===== src/rtl/pc_fetch_unit.sv =====
`default_nettype none
// ============================================================================
// Module   : pc_fetch_unit
// Purpose  : Program-counter and fetch-issue block for the pipelined core.
//            Holds the fetch PC, issues fetch addresses over a valid/ready
//            handshake, tags returning instructions with their PC through an
//            in-order queue, and applies execute-stage redirects. A redirect
//            marks every outstanding (wrong-path) fetch stale.
// Ports    : clk, reset                      - clock, async active-high reset
//            fetch_addr/valid/ready          - fetch request handshake
//            stall                           - decode backpressure
//            resp_valid, resp_pc, resp_pc_valid - in-order response tagging
//            redirect_valid, leap, branch, reg_to_pc, ex_pc,
//            imm16, imm26, reg_target        - execute-stage redirect inputs
//            flush                           - redirect taken this cycle
//            err                             - sticky response-underflow flag
// Revision : 1.0 - initial release
// ============================================================================
module pc_fetch_unit #(
    parameter int unsigned           ADDR_W    = 32,
    parameter logic [ADDR_W-1:0]     RESET_VEC = '0,
    parameter int unsigned           INC       = 4,
    parameter int unsigned           DEPTH     = 4
) (
    input  logic              clk,
    input  logic              reset,
    output logic [ADDR_W-1:0] fetch_addr,
    output logic              fetch_valid,
    input  logic              fetch_ready,
    input  logic              stall,
    input  logic              resp_valid,
    output logic [ADDR_W-1:0] resp_pc,
    output logic              resp_pc_valid,
    input  logic              redirect_valid,
    input  logic              leap,
    input  logic              branch,
    input  logic              reg_to_pc,
    input  logic [ADDR_W-1:0] ex_pc,
    input  logic [15:0]       imm16,
    input  logic [25:0]       imm26,
    input  logic [ADDR_W-1:0] reg_target,
    output logic              flush,
    output logic              err
);

    localparam int unsigned        c_PTR_W = $clog2(DEPTH);
    localparam int unsigned        c_CNT_W = c_PTR_W + 1;
    localparam logic [ADDR_W-1:0]  c_INC   = ADDR_W'(INC);
    localparam logic [c_CNT_W-1:0] c_DEPTH = c_CNT_W'(DEPTH);
    localparam logic [c_PTR_W-1:0] c_PTR_ONE = c_PTR_W'(1);
    localparam logic [c_CNT_W-1:0] c_CNT_ONE = c_CNT_W'(1);

    // State
    logic [ADDR_W-1:0]  r_pc;
    logic [ADDR_W-1:0]  r_q_pc [DEPTH];
    logic [DEPTH-1:0]   r_q_stale;
    logic [c_PTR_W-1:0] r_wr_ptr;
    logic [c_PTR_W-1:0] r_rd_ptr;
    logic [c_CNT_W-1:0] r_count;
    logic [ADDR_W-1:0]  r_last_pc;
    logic               r_err;

    // Combinational
    logic               w_take;
    logic               w_full;
    logic               w_empty;
    logic               w_fire;
    logic               w_pop;
    logic [ADDR_W-1:0]  w_imm_sext;
    logic [ADDR_W-1:0]  w_target;
    logic [ADDR_W-1:0]  w_head_pc;
    logic               w_head_stale;

    always_comb begin
        w_take       = redirect_valid & (leap | reg_to_pc);
        // Full is based on the registered count, so a pop frees its slot
        // only from the following cycle.
        w_full       = (r_count == c_DEPTH);
        w_empty      = (r_count == '0);
        w_head_pc    = r_q_pc[r_rd_ptr];
        w_head_stale = r_q_stale[r_rd_ptr];

        // Immediate is a byte offset: sign-extended, not shifted.
        w_imm_sext = branch ? {{(ADDR_W-16){imm16[15]}}, imm16}
                            : {{(ADDR_W-26){imm26[25]}}, imm26};
        w_target   = reg_to_pc ? reg_target : (ex_pc + c_INC + w_imm_sext);

        fetch_valid = ~reset & ~stall & ~w_full & ~w_take;
        w_fire      = fetch_valid & fetch_ready;
        w_pop       = resp_valid & ~w_empty;
    end

    assign fetch_addr    = r_pc;
    assign flush         = w_take & ~reset;
    // With nothing outstanding the tag holds the last popped PC.
    assign resp_pc       = w_empty ? r_last_pc : w_head_pc;
    // A response in a redirect cycle belongs to the wrong path as well.
    assign resp_pc_valid = resp_valid & ~w_empty & ~w_head_stale & ~w_take;
    assign err           = r_err;

    always_ff @(posedge clk or posedge reset) begin
        if (reset) begin
            r_pc      <= RESET_VEC;
            r_wr_ptr  <= '0;
            r_rd_ptr  <= '0;
            r_count   <= '0;
            r_last_pc <= '0;
            r_err     <= 1'b0;
            r_q_stale <= '0;
            for (int i = 0; i < int'(DEPTH); i++) begin
                r_q_pc[i] <= '0;
            end
        end else begin
            if (w_take) begin
                r_pc <= w_target;
            end else if (w_fire) begin
                r_pc <= r_pc + c_INC;
            end

            // Marking every slot is safe: a push always clears its own bit,
            // and no push can happen in a redirect cycle.
            if (w_take) begin
                r_q_stale <= '1;
            end

            if (w_fire) begin
                r_q_pc[r_wr_ptr]    <= r_pc;
                r_q_stale[r_wr_ptr] <= 1'b0;
                r_wr_ptr            <= r_wr_ptr + c_PTR_ONE;
            end

            if (w_pop) begin
                r_rd_ptr  <= r_rd_ptr + c_PTR_ONE;
                r_last_pc <= w_head_pc;
            end

            case ({w_fire, w_pop})
                2'b10:   r_count <= r_count + c_CNT_ONE;
                2'b01:   r_count <= r_count - c_CNT_ONE;
                default: r_count <= r_count;
            endcase

            if (resp_valid && w_empty) begin
                r_err <= 1'b1;
            end
        end
    end

endmodule
`default_nettype wire


===== config.mk =====
export PLATFORM = sky130hd
export DESIGN_NAME = pc_fetch_unit
export DESIGN_NICKNAME = d
export VERILOG_FILES = /design/src/rtl/pc_fetch_unit.sv
export SDC_FILE = /design/constraint.sdc
export NUM_CORES = 1
export LEC_CHECK = 0
export CORE_ASPECT_RATIO = 0.9
export CORE_UTILIZATION = 45
export DETAILED_ROUTE_END_ITERATION = 16
export GPL_ROUTABILITY_DRIVEN = 0
export GPL_TIMING_DRIVEN = 1
export PLACE_DENSITY = 0.7
export SETUP_SLACK_MARGIN = 0.2
export SLEW_MARGIN = 20
export SYNTH_ARGS = -nofsm -noshare
export SYNTH_HDL_FRONTEND = slang
export SYNTH_SLANG_ARGS = --single-unit

===== constraint.sdc =====
create_clock -name clk -period 11.4 [get_ports clk]
set_input_delay 3.42 -clock clk [delete_from_list [all_inputs] [get_ports clk]]
set_output_delay 3.42 -clock clk [all_outputs]
set_load 0.05 [all_outputs]

# After elaboration in Yosys (flattened, before gate mapping)
# Index checks and enable logic that the tools add are counted.
[classes]
n_addsub = 7
magnitude_cmp = 6
n_eq_ne = 3
mux = 18
bitwise_logic = 20
reduce_logical = 6
[ops]
columns = ["op", "n"]
rows = [
  ["2-to-1 mux 32 bit", 8],
  ["bitwise mux 128 bit", 1],
  ["adder 32 x 3 -> 32 bit (second input constant)", 2],
  ["binary-select mux 32 bit (select 2 bit)", 1],
  ["demux 32 bit (select 2 bit)", 1],
  ["adder 32 bit", 1],
  ["bitwise AND 1 bit", 9],
  ["2-to-1 mux 4 bit", 2],
  [">= comparator 3 bit (second input constant)", 2],
  ["< comparator 2 x 3 -> 1 bit (second input constant)", 2],
  ["inverter 1 bit", 6],
  ["inverter 2 -> 3 bit", 2],
  ["one-hot mux 3 bit (2 select lines)", 1],
  ["adder 2 x 1 -> 2 bit (second input constant)", 2],
  ["bitwise AND 4 bit", 1],
  ["inverter 4 bit", 1],
  ["nonzero test 2 bit", 2],
  ["adder 3 x 1 -> 3 bit (second input constant)", 1],
  ["== test 3 bit (second input constant)", 1],
  ["logical AND 1 bit", 3],
  ["zero test 3 bit", 1],
  ["< comparator 3 x 1 -> 1 bit (second input constant)", 1],
  ["subtractor 3 x 1 -> 3 bit (second input constant)", 1],
  ["binary-select mux 1 bit (select 2 bit)", 1],
  ["6 further kinds", 7],
]
[totals]
register_bits = 204
in_bits = 115
output_inout_bits = 68
word_cells = 71

# Longest topological paths before layout
# Gate-level depths: netlist of the first run.
[logic_depth]
word_depth = 7
ltp_mapped = 16
mapped_depth_nobuf = 14

# Worst setup path after synthesis of the first run
# No wires, ideal clock.
[synth_path]
kind = "in2out"
start = "input port reg_to_pc"
end = "output port resp_pc_valid"
t_arrival_ns = 5.258
setup_slack_ns = 2.722
path_stages = 5
path_cell_list = "buf_6 > o21a_4 > clkbuf_1 > clkbuf_1 > nor3_1"
[synth_via]
elab_chain_cells = 4
[synth_lines]
columns = ["item", "line", "rtl"]
rows = [
  ["start, declared", "37", "input logic reg_to_pc,"],
  ["OR 1 bit", "75", "w_take = redirect_valid & (leap | reg_to_pc);"],
  ["bitwise AND 1 bit", "75", ""],
  ["inverter 1 bit", "98", "assign resp_pc_valid = resp_valid & ~w_empty & ~w_head_stale & ~w_take;"],
  ["bitwise AND 1 bit", "98", ""],
  ["end, declared", "33", "output logic resp_pc_valid,"],
]
# No other way between the ends.

# Final worst setup path of the first run
[layout_path]
start = "input port reg_to_pc"
end = "output port fetch_valid"
[layout_via]
elab_chain_cells = 4
[layout_lines]
columns = ["item", "line", "rtl"]
rows = [
  ["OR 1 bit", "75", ""],
  ["bitwise AND 1 bit", "75", ""],
  ["inverter 1 bit", "88", "fetch_valid = ~reset & ~stall & ~w_full & ~w_take;"],
  ["bitwise AND 1 bit", "88", ""],
  ["end, declared", "28", "output logic fetch_valid,"],
]
# No other way between the ends.

==> results of run 1 <==
[cells by family after synthesis]
group                    Yosys count  share of synthesized area, %
buffers and inverters             88                         3.027
AO/OA/AOI/OAI                    172                         9.197
flip-flops                       204                         43.18
AND/OR/NAND/NOR                  166                         6.911
XOR/XNOR                          53                         3.926
multiplexers                     244                         26.33
adder cells (fa/ha/maj)           69                         7.429
[state kept, by name, indices dropped and copies added, names as in the netlist]
| register | count |
|---|---|
| r_rd_ptr | 2 |
| fetch_addr | 32 |
| r_q_pc | 128 |
| err | 1 |
| r_q_stale | 4 |
| r_wr_ptr | 2 |
| r_count | 3 |
| r_last_pc | 32 |
[final cells by class]
| type | instances | area [µm²] | area share, % |
|---|---|---|---|
| multi-input cells | 704 | 6369 | 43.24 |
| flip-flops and latches | 204 | 5106 | 34.67 |
| clock buffers | 27 | 598.1 | 4.060 |
| well taps | 342 | 427.9 | 2.905 |
| inverters | 29 | 118.9 | 0.8070 |
| repair buffers | 195 | 1923 | 13.06 |
| clock inverters | 11 | 186.4 | 1.266 |
[stage by stage]
step | instance area, µm² | power (mW)
final | 14730 | 3.898
after global routing | 14730 | 4.111
after CTS | 14730 | 3.929
after detailed placement | 13940 | 3.145
after global placement | 13940 | 3.105
after floorplan | 11820 | 2.591
[placed cells by master (no fill, tap or decap), types with 6 or more instances in the layout]
master / netlist / layout
mux2_2: 206 / 206
dfrtp_1: 204 / 203
clkdlybuf4s50_1: 0 / 182
ha_1: 67 / 67
a21oi_1: 63 / 63
nand2_1: 56 / 56
nor2_1: 42 / 42
o21ai_0: 36 / 35
mux4_2: 33 / 33
xor2_1: 28 / 28
inv_1: 26 / 25
xnor2_1: 25 / 25
clkbuf_16: 0 / 21
a21o_1: 15 / 15
nand3_1: 14 / 14
buf_4: 1 / 12
a211oi_1: 11 / 11
nand4_1: 10 / 10
a31oi_1: 9 / 9
o21a_1: 8 / 8
and3_1: 8 / 8
or3_1: 6 / 6
[per-layer routing]
metal / vias up / GRT usage, % / share of wire [%]
met5: - / 0 / 0
met4: 0 / 4.509 / 1.3
met3: 26 / 3.484 / 4.7
met2: 221 / 35.91 / 47
met1: 4137 / 29.43 / 47
li1: 3967 / - / -
[critical path: cells and delay by family]
kind,cells,cell delay (ns)
AOI/OAI and AO/OA,2,0.78
buffers and inverters,3,1.52
[Yosys cell counts, types with 3 or more instances]
master	number
a211oi_1	11
a21o_1	15
a21oi_1	63
a221oi_1	4
a311oi_1	5
a31oi_1	9
and2_1	3
and3_1	8
buf_1	16
buf_2	5
clkbuf_1	35
dfrtp_1	204
ha_1	67
inv_1	26
mux2_2	206
mux2i_1	5
mux4_2	33
nand2_1	56
nand2b_1	3
nand3_1	14
nand4_1	10
nor2_1	42
nor2b_1	4
nor3_1	5
o21a_1	8
o21ai_0	36
or2_2	3
or3_1	6
xnor2_1	25
xor2_1	28
[power groups by stage]
stage          Clock [mW]  Sequential (mW)  Combinational, mW
2_1_floorplan           0             1.24               1.35
3_3_place_gp            0             1.24               1.87
3_5_place_dp            0             1.25               1.89
4_1_cts             0.784             1.24               1.90
5_1_grt             0.811             1.29               2.01
6_report            0.769             1.25               1.88
[final timing paths]
path,depth (start not counted),end,from,slack [ns]
setup / recovery,5,fetch_valid,reg_to_pc,2.24
hold / removal,1,err,err,0.46
setup reg to reg,11,r_count[2],r_count[2],8.56
hold reg to reg,1,err,err,0.46
max in group asynchronous,3,r_rd_ptr[0],reset,6.52
min in group asynchronous,2,fetch_addr[28],reset,3.62
==> metrics.md, run 1 <==
| Metric | Value |
|---|---|
| Die area | about 27000 µm² |
| Vias | roughly 8400 |
| Final period util | 80.35% |
| Post-layout util | 57.85% |
| Largest net degree at the start of global routing | between 100 and 150 |
| Synthesized instance count | ~1000 |
| Share of cells above drive strength 1 | between 20% and 30% |
| Setup Buffers After CTS | 0 |
| Clock Pin Slew Worst Setup and Hold Paths | 0.06 ns |
| Power Dens Cells | 264.6 nW/µm² |
| Max Clk Rate | 109.2 MHz |
| Int Pwr | about 2.4 mW |
| Fillers | 2115 |
| Critical Path Slowest Stage Cell | clkdlybuf4s50_1 |
| Final Worst Setup Slack | 2.240 ns |
| Non-Filler Instances | 1512 |
| Vias/cell | 5.523 |
| CP peak stage delay | between 0.8 and 0.9 ns |
| Synth top area cells | dfrtp_1 (43%), mux2_2 (20%), ha_1 (7.1%) |
| Worst-Margin Slew | 1.029 ns |
| Final hold violations | 0 |
| Switching power share of the total | 38.70% |
| Relative slew slack | 31.16% |
| Hold WS | 0.4606 ns |
| CTS root buffer | clkbuf_16 |
| Dpl cells | 1474 |
| Leak pwr | 6.429 nW |
| Mapped Area | 11820 µm² |
| Number of synthesized flops with an enable pin | 0 |
| Crit path time final | 9.160 ns |
| CTS tree | yes |
| Peak supply drop | 0.1720 mV |
| Layout area overhead | 24.58% |
| Ys async rst share | 100.0% |
| I/O Buffers | 182 |
| Core footprint | between 20000 and 30000 µm² |
| CTS Buffer Depth | 3 |
| Worst skew pair latency | 0.50 ns |
| Chip Height | 155.8 µm |
| DRC viols | 0 |
| NetSw | between 1.5 and 2 mW |
| Setup crit end kind | output pin |
| Nets@finish | 1339 |
| Hold buffers post-CTS | 0 |
| Arrival time worst endpoint | between 5 and 6 ns |
| CP most frequent cell | clkdlybuf4s50_1 |
| Post-route clock skew | 0.02033 ns |
| H-tree depth | 1 |
| Routed len/inst | 18.64 µm |
| First-pass GRT wire length | between 40 and 50 mm |
| Post-synthesis sequential area ratio | 43.18% |
| CTS buffer count | 21 |
| Flops & latches, synth | 204 |
| Post-DP HPWL | 19.70 mm |
| WL final | 28.18 mm |
| Clk sinks | 204 |
| Clk pwr share | 19.7% |
| Largest area contributor in the netlist | dfrtp_1 |
| Top Ports | between 150 and 200 |
| Library cells used by synthesis | slightly above 60 |
| Initial antenna violation count | 1 |
| RSZ-0062 raised after global routing | no |
| Sum of negative setup slack | 0 ns |
| Hold Crit Class | reg -> reg |
| Die Wd | 172.9 µm |
| Drt initial violations | 329 |
| Top cell type's share of synthesized area | 43.18% |
| Critical path, cell by cell | clkdlybuf4s50_1 -> buf_4 -> o21a_4 -> a2111oi_4 -> clkdlybuf4s50_1 |
| Combinational Power Share | 48.3% |
| Net Count, Synth | 1180 |
| First-pass DRT Iterations | 6 |
| Syn_area_per_cell | 11.87 µm² |
| Post-synth top flop | dfrtp_1 |
| Starting Density | a little under half |
| Ant diodes | 0 |
| Post-CTS sizing | 0 |
| Slew Limit Fails | 0 |
| CP Launch Type | primary input |
| Max Cap Viol | 0 |
| Crit Path Max Fanout | 35 |
| Worst slack, placed | about 2.2 ns |
| CP Class | in -> out |
| Worst Path Required | 7.98 ns |
| Status | completed |
| Overall Global Routing Usage | a little over a fifth |
| Grt total ovfl | 0 |
| Row count | 55 |
| YS warnings | 0 |
| # setup viols final | 0 |
| Reg power frac | between 30% and 40% |
| Via count of the first global-routing pass | slightly below 9000 |
| Post-route ant nets | 0 |
No activity file was read; power rests on OpenSTA's default activity.
==> run 2: changes to the inputs <==
==> constraint.sdc (replaced) <==
create_clock -name clk -period 8.7 [get_ports clk]
set_input_delay 2.61 -clock clk [delete_from_list [all_inputs] [get_ports clk]]
set_output_delay 2.61 -clock clk [all_outputs]
set_load 0.05 [all_outputs]
==> metrics.md, run 2 (synthesis results as in run 1) <==
| Metric | Value |
|---|---|
| Via count of the first global-routing pass | 8538 (-2.3%) |
| Worst-Margin Slew | 0.9336 ns (-0.09523 ns) |
| Post-route ant nets | 0 (unchanged) |
| Ant diodes | 0 (unchanged) |
| CP peak stage delay | 0.86 ns (about the same) |
| Final Worst Setup Slack | 1.403 ns (-0.8374 ns) |
| Most flop-heavy register | r_q_pc |
| Slew Limit Fails | 0 (unchanged) |
| Final period util | 83.88% |
| Total power | 5.003 mW (+28%) |
| Initial antenna violation count | 0 (-1) |
| Relative slew slack | 37.10% (+5.9 points) |
| Max Cap Viol | 0 (unchanged) |
| Post-route clock skew | 0.01072 ns (-0.009616 ns) |
| Crit Path Max Fanout | 24 (-31%) |
| Vias/cell | 5.485 (-0.68%) |
| Final hold violations | 0 (unchanged) |
| Max reg flops | 128 (unchanged) |
| Most common cell after layout, fill and taps aside | mux2_2 |
| Post-DP HPWL | 19.91 mm (+1.1%) |
| I/O Buffers | 182 (unchanged) |
| Die area | 26930 µm² (unchanged) |
| Drt initial violations | 419 (+27%) |
| Nets@finish | 1341 (+0.15%) |
| Arrival time worst endpoint | 4.69 ns (-1.05 ns) |
| NetSw | 1.958 mW (+30%) |
| Share of cells above drive strength 1 | 25.68% (-0.38 points) |
| WL final | 27.89 mm (-1.0%) |
| Critical Path Slowest Stage Cell | clkdlybuf4s50_1 |
| Largest net degree at the start of global routing | 149 (+18%) |
| CTS tree | yes |
| Combinational Power Share | 49.4% (+1.1 points) |
| CP Class | in -> out |
| Layout area overhead | 23.94% |
| Int Pwr | 3.045 mW (+27%) |
| Clk pwr share | 18.1% (-1.6 points) |
| CTS Buffer Depth | 3 (unchanged) |
| H-tree depth | 1 (unchanged) |
| CTS buffer count | 22 (+4.8%) |
| Max Clk Rate | 137.0 MHz |
| Crit path time final | 7.297 ns |
| Power Dens Cells | 341.4 nW/µm² (+29%) |
| Row count | 55 (unchanged) |
| Grt total ovfl | 0 (unchanged) |
| Worst Path Required | 6.09 ns (-1.89 ns) |
| Leak pwr | 6.393 nW (-0.56%) |
| Setup crit end kind | output pin |
| First-pass GRT wire length | 45.84 mm (-1.2%) |
| Routed len/inst | 18.47 µm (-0.91%) |
| RSZ-0062 raised after global routing | no |
| Switching power share of the total | 39.13% (+0.44 points) |
| DRC viols | 0 (unchanged) |
| Sum of negative setup slack | 0 ns (unchanged) |
| CP most frequent cell | clkdlybuf4s50_1 |
| Post-CTS sizing | 0 (unchanged) |
| # setup viols final | 0 (unchanged) |
| Commonest cells after routing, fill and taps aside | mux2_2 (206), dfrtp_1 (203), clkdlybuf4s50_1 (182), ha_1 (67), a21oi_1 (63) |
| Setup Buffers After CTS | 0 (unchanged) |
| Status | completed |
| Hold buffers post-CTS | 0 (unchanged) |
| Dpl cells | 1475 (+0.068%) |
| Post-DP Area | 13950 µm² (about the same) |
| Starting Density | 46.43% (unchanged) |
| Die Wd | 172.9 µm (unchanged) |
| Clock Pin Slew Worst Setup and Hold Paths | 0.06 ns (about the same) |
| Vias | 8283 (-0.81%) |
| Overall Global Routing Usage | 21.30% (-0.14 points) |
| Hold Crit Class | reg -> reg |
| Chip Height | 155.8 µm (unchanged) |
| Post-layout util | 57.55% (-0.30 points) |
| Worst skew pair latency | 0.50 ns (about the same) |
| Top Ports | 183 (unchanged) |
| Hold WS | 0.4586 ns (-0.002018 ns) |
| Reg power frac | 32.5% (+0.5 points) |
| Non-Filler Instances | 1510 (-0.13%) |
| Fin area | 14650 µm² (-0.52%) |
| CP Launch Type | primary input |
| Peak supply drop | 0.2261 mV (+31%) |
| Clk sinks | 204 (unchanged) |
| Core footprint | 25460 µm² (unchanged) |
| Critical path, cell by cell | clkdlybuf4s50_1 -> o21a_4 -> a2111oi_4 -> clkdlybuf4s50_1 |
| CTS root buffer | clkbuf_16 |
| First-pass DRT Iterations | 4 (-2) |
| Worst slack, placed | 1.398 ns (-0.8473 ns) |
==> run 2: changes by cell type in the layout (fill, tap and decap cells not counted), sizes merged <==
cell and change:
bufinv -4, clkinvlp -1, clkbuf +5, inv -2
clkinv -1, buf +1
==> run 2: final timing paths <==
kind,startpoint,end,slack (ns),cells past startpoint
worst max-delay path,reg_to_pc,fetch_valid,1.40,4
worst min-delay path,err,err,0.46,1
worst max register to register,r_count[2],r_count[2],5.87,11
worst min register to register,err,err,0.46,1
max in group asynchronous,reset,r_q_pc[8],4.69,3
min in group asynchronous,reset,fetch_addr[28],2.73,2
==> run 2: critical path, delay by kind of cell <==
| family | cells | cell delay, ns |
|---|---|---|
| AO/OA/AOI/OAI | 2 | 0.73 |
| buffers and inverters | 2 | 1.35 |
==> run 2: final cells by class <==
cell class                      count  area (µm²)
Fill cell                        2137       10810
Multi-Input combinational cell    704        6369
Sequential cell                   204        5106
Timing Repair Buffer              196        1927
Clock buffer                       32       659.4
Tap cell                          342       427.9
Inverter                           29       123.9
Clock inverter                      3       40.04
==> run 2: metal layers <==
metal | track usage (%) | routed length [µm]
met1 | 29.24 | 12970
met5 | 0 | 0
met4 | 4.256 | 372
met2 | 35.77 | 13120
met3 | 3.460 | 1424
==> run 2: power by group through the flow <==
stage	Clock, mW	Sequential [mW]	Combinational [mW]
floorplan	0	1.63	1.76
global placement	0	1.61	2.45
detailed placement	0	1.64	2.49
CTS	0.926	1.62	2.50
global route	0.962	1.68	2.64
finish	0.906	1.63	2.47
==> run 3: changes to the inputs <==
--- a/config.mk
+++ b/config.mk
@@ -10,7 +10,7 @@
 export DETAILED_ROUTE_END_ITERATION = 16
 export GPL_ROUTABILITY_DRIVEN = 0
 export GPL_TIMING_DRIVEN = 1
-export PLACE_DENSITY = 0.7
+export PLACE_DENSITY = 0.72
 export SETUP_SLACK_MARGIN = 0.2
 export SLEW_MARGIN = 20
 export SYNTH_ARGS = -nofsm -noshare
==> constraint.sdc (replaced) <==
create_clock -name clk -period 6.5 [get_ports clk]
set_input_delay 1.95 -clock clk [delete_from_list [all_inputs] [get_ports clk]]
set_output_delay 1.95 -clock clk [all_outputs]
set_load 0.05 [all_outputs]
==> metrics.md, run 3 (synthesis results as in run 1) <==
| Metric | Value |
|---|---|
| Total power | 6.778 mW (+35%) |
| Final period util | 84.35% |
| R2r endpoint | fetch_addr[20] |
| Top Ports | 183 (unchanged) |
| Ant diodes | 0 (unchanged) |
| DRC viols | 0 (unchanged) |
| Setup Buffers After CTS | 0 (unchanged) |
| Largest net degree at the start of global routing | 112 (-25%) |
| CTS buffer count | 22 (unchanged) |
| Max reg flops | 128 (unchanged) |
| Worst slack, placed | 0.5197 ns (-0.8779 ns) |
| Core footprint | 25460 µm² (unchanged) |
| Worst R2R Setup Slack | 3.78 ns (-2.09 ns) |
| Vias | 8380 (+1.2%) |
| WHS Endpoint | err |
| CP Class | in -> reg |
| Sum of negative setup slack | 0 ns (unchanged) |
| Post-CTS sizing | 0 (unchanged) |
| Setup crit start | branch |
| Clock Pin Slew Worst Setup and Hold Paths | 0.06 ns (about the same) |
| Post-route clock skew | 0.01044 ns (-0.0002779 ns) |
| Most common cell after layout, fill and taps aside | mux2_2 |
| # setup viols final | 0 (unchanged) |
| Peak supply drop | 0.2972 mV (+31%) |
| I/O Buffers | 182 (unchanged) |
| Hold Crit Start | err |
| Slew Limit Fails | 0 (unchanged) |
| Setup crit end kind | flip-flop |
| Non-Filler Instances | 1518 (+0.53%) |
| Initial antenna violation count | 0 (unchanged) |
| Final Worst Setup Slack | 1.017 ns (-0.3854 ns) |
| Most flop-heavy register | r_q_pc |
| Critical Path Slowest Stage Cell | clkdlybuf4s50_1 |
| WL final | 28.57 mm (+2.4%) |
| Crit path time final | 5.483 ns |
| Max Cap Viol | 0 (unchanged) |
| Dpl cells | 1479 (+0.27%) |
| CTS Buffer Depth | 3 (unchanged) |
| CP most frequent cell | ha_1 |
| Buffer and inverter count on the worst path | 3 (+1) |
| Chip Height | 155.8 µm (unchanged) |
| Hold buffers post-CTS | 0 (unchanged) |
| Power Dens Cells | 459.0 nW/µm² (+34%) |
| Die Wd | 172.9 µm (unchanged) |
| Row count | 55 (unchanged) |
| Hold Crit Class | reg -> reg |
| Via count of the first global-routing pass | 8647 (+1.3%) |
| Routed len/inst | 18.82 µm (+1.9%) |
| Worst-Margin Slew | 0.7360 ns (-0.1977 ns) |
| R2R cell count | 9 (-2) |
| Share of cells above drive strength 1 | 26.62% (+0.93 points) |
| Worst skew pair latency | 0.50 ns (about the same) |
| Grt total ovfl | 0 (unchanged) |
| Max Clk Rate | 182.4 MHz |
| CTS tree | yes |
| CP Launch Type | primary input |
| Overall Global Routing Usage | 21.64% (+0.35 points) |
| H-tree depth | 1 (unchanged) |
| Drt initial violations | 422 (+0.72%) |
| Final hold violations | 0 (unchanged) |
| CTS root buffer | clkbuf_16 |
| Arrival time worst endpoint | 5.87 ns (+1.18 ns) |
| Worst r2r src | r_count[0] |
| Critical path, cell by cell | clkdlybuf4s50_1 -> buf_4 -> mux2_2 -> ha_1 -> ha_1 -> inv_1 -> fa_1 -> and2b_1 -> o31ai_1 -> a211oi_1 -> o211ai_1 -> nand2_1 -> o41a_1 -> xor2_1 -> o2bb2ai_1 -> o31a_1 |
| Die area | 26930 µm² (unchanged) |
| Status | completed |
| First-pass DRT Iterations | 5 (+1) |
| Crit Path Max Fanout | 24 (unchanged) |
| CP peak stage delay | 0.56 ns (-0.30 ns) |
| Worst Path Required | 6.89 ns (+0.80 ns) |
| Hold path depth | 1 (unchanged) |
| Post-route ant nets | 0 (unchanged) |
| Layout area overhead | 24.90% |
| First-pass GRT wire length | 46.62 mm (+1.7%) |
| RSZ-0062 raised after global routing | no |
| Vias/cell | 5.520 (+0.64%) |
| Nets@finish | 1345 (+0.30%) |
| Clk sinks | 204 (unchanged) |
| Post-DP HPWL | 20.70 mm (+3.9%) |
| Delay-heaviest family, CP | compound AO/OA/AOI/OAI gates |
| Starting Density | 46.43% (unchanged) |
| Leak pwr | 6.454 nW (+0.95%) |
| Relative slew slack | 50.83% (+14 points) |
| Commonest cells after routing, fill and taps aside | mux2_2 (206), dfrtp_1 (203), clkdlybuf4s50_1 (179), ha_1 (67), a21oi_1 (63) |
[run 3: worst max path at each step]
stage / depth (start not counted) / slack (ns) / to
floorplan: 5 / 0.76 / resp_pc_valid
global placement: 16 / 0.63 / fetch_addr[23]
detailed placement: 15 / 0.52 / fetch_addr[31]
CTS: 4 / 1.03 / resp_pc_valid
global route: 16 / 0.72 / fetch_addr[31]
finish: 16 / 1.02 / fetch_addr[23]
[run 3: worst reg2reg max path: cells and delay by family (launching register included)]
family           cells  cell delay [ns]
AND/OR/NAND/NOR      5             1.28
AO/OA/AOI/OAI        3             0.71
flip-flops           1             0.42
XOR/XNOR             1             0.23
[run 3: layout make-up]
class / count / area (µm²)
repair buffers: 200 / 1999
well taps: 342 / 427.9
fillers: 2146 / 10700
multi-input cells: 704 / 6369
clock inverters: 9 / 97.59
inverters: 29 / 115.1
clock buffers: 30 / 651.9
flip-flops and latches: 204 / 5106
[run 3: stage by stage]
| step | util, % | hold WS, ns | instance area, µm² |
|---|---|---|---|
| floorplan | - | 0.4589 | 11830 |
| global placement | 55.05 | 0.4439 | 14020 |
| detailed placement | 55.05 | 0.4591 | 14020 |
| CTS | 58.00 | 0.4707 | 14770 |
| global route | 58.00 | 0.4999 | 14770 |
| finish | 58.00 | 0.4613 | 14770 |
[run 3: where the power goes]
part           internal [mW]  switching, mW
clock                  0.780          0.493
combinational           1.55           1.75
sequential              1.80          0.398
total                   4.13           2.64
[run 3: metal layers]
metal	wire length, µm	track usage, %	up-vias
met1	12870	28.96	4131
met4	428	5.015	0
met3	1668	3.826	27
met5	0	0	-
met2	13600	36.73	239
li1	-	-	3983
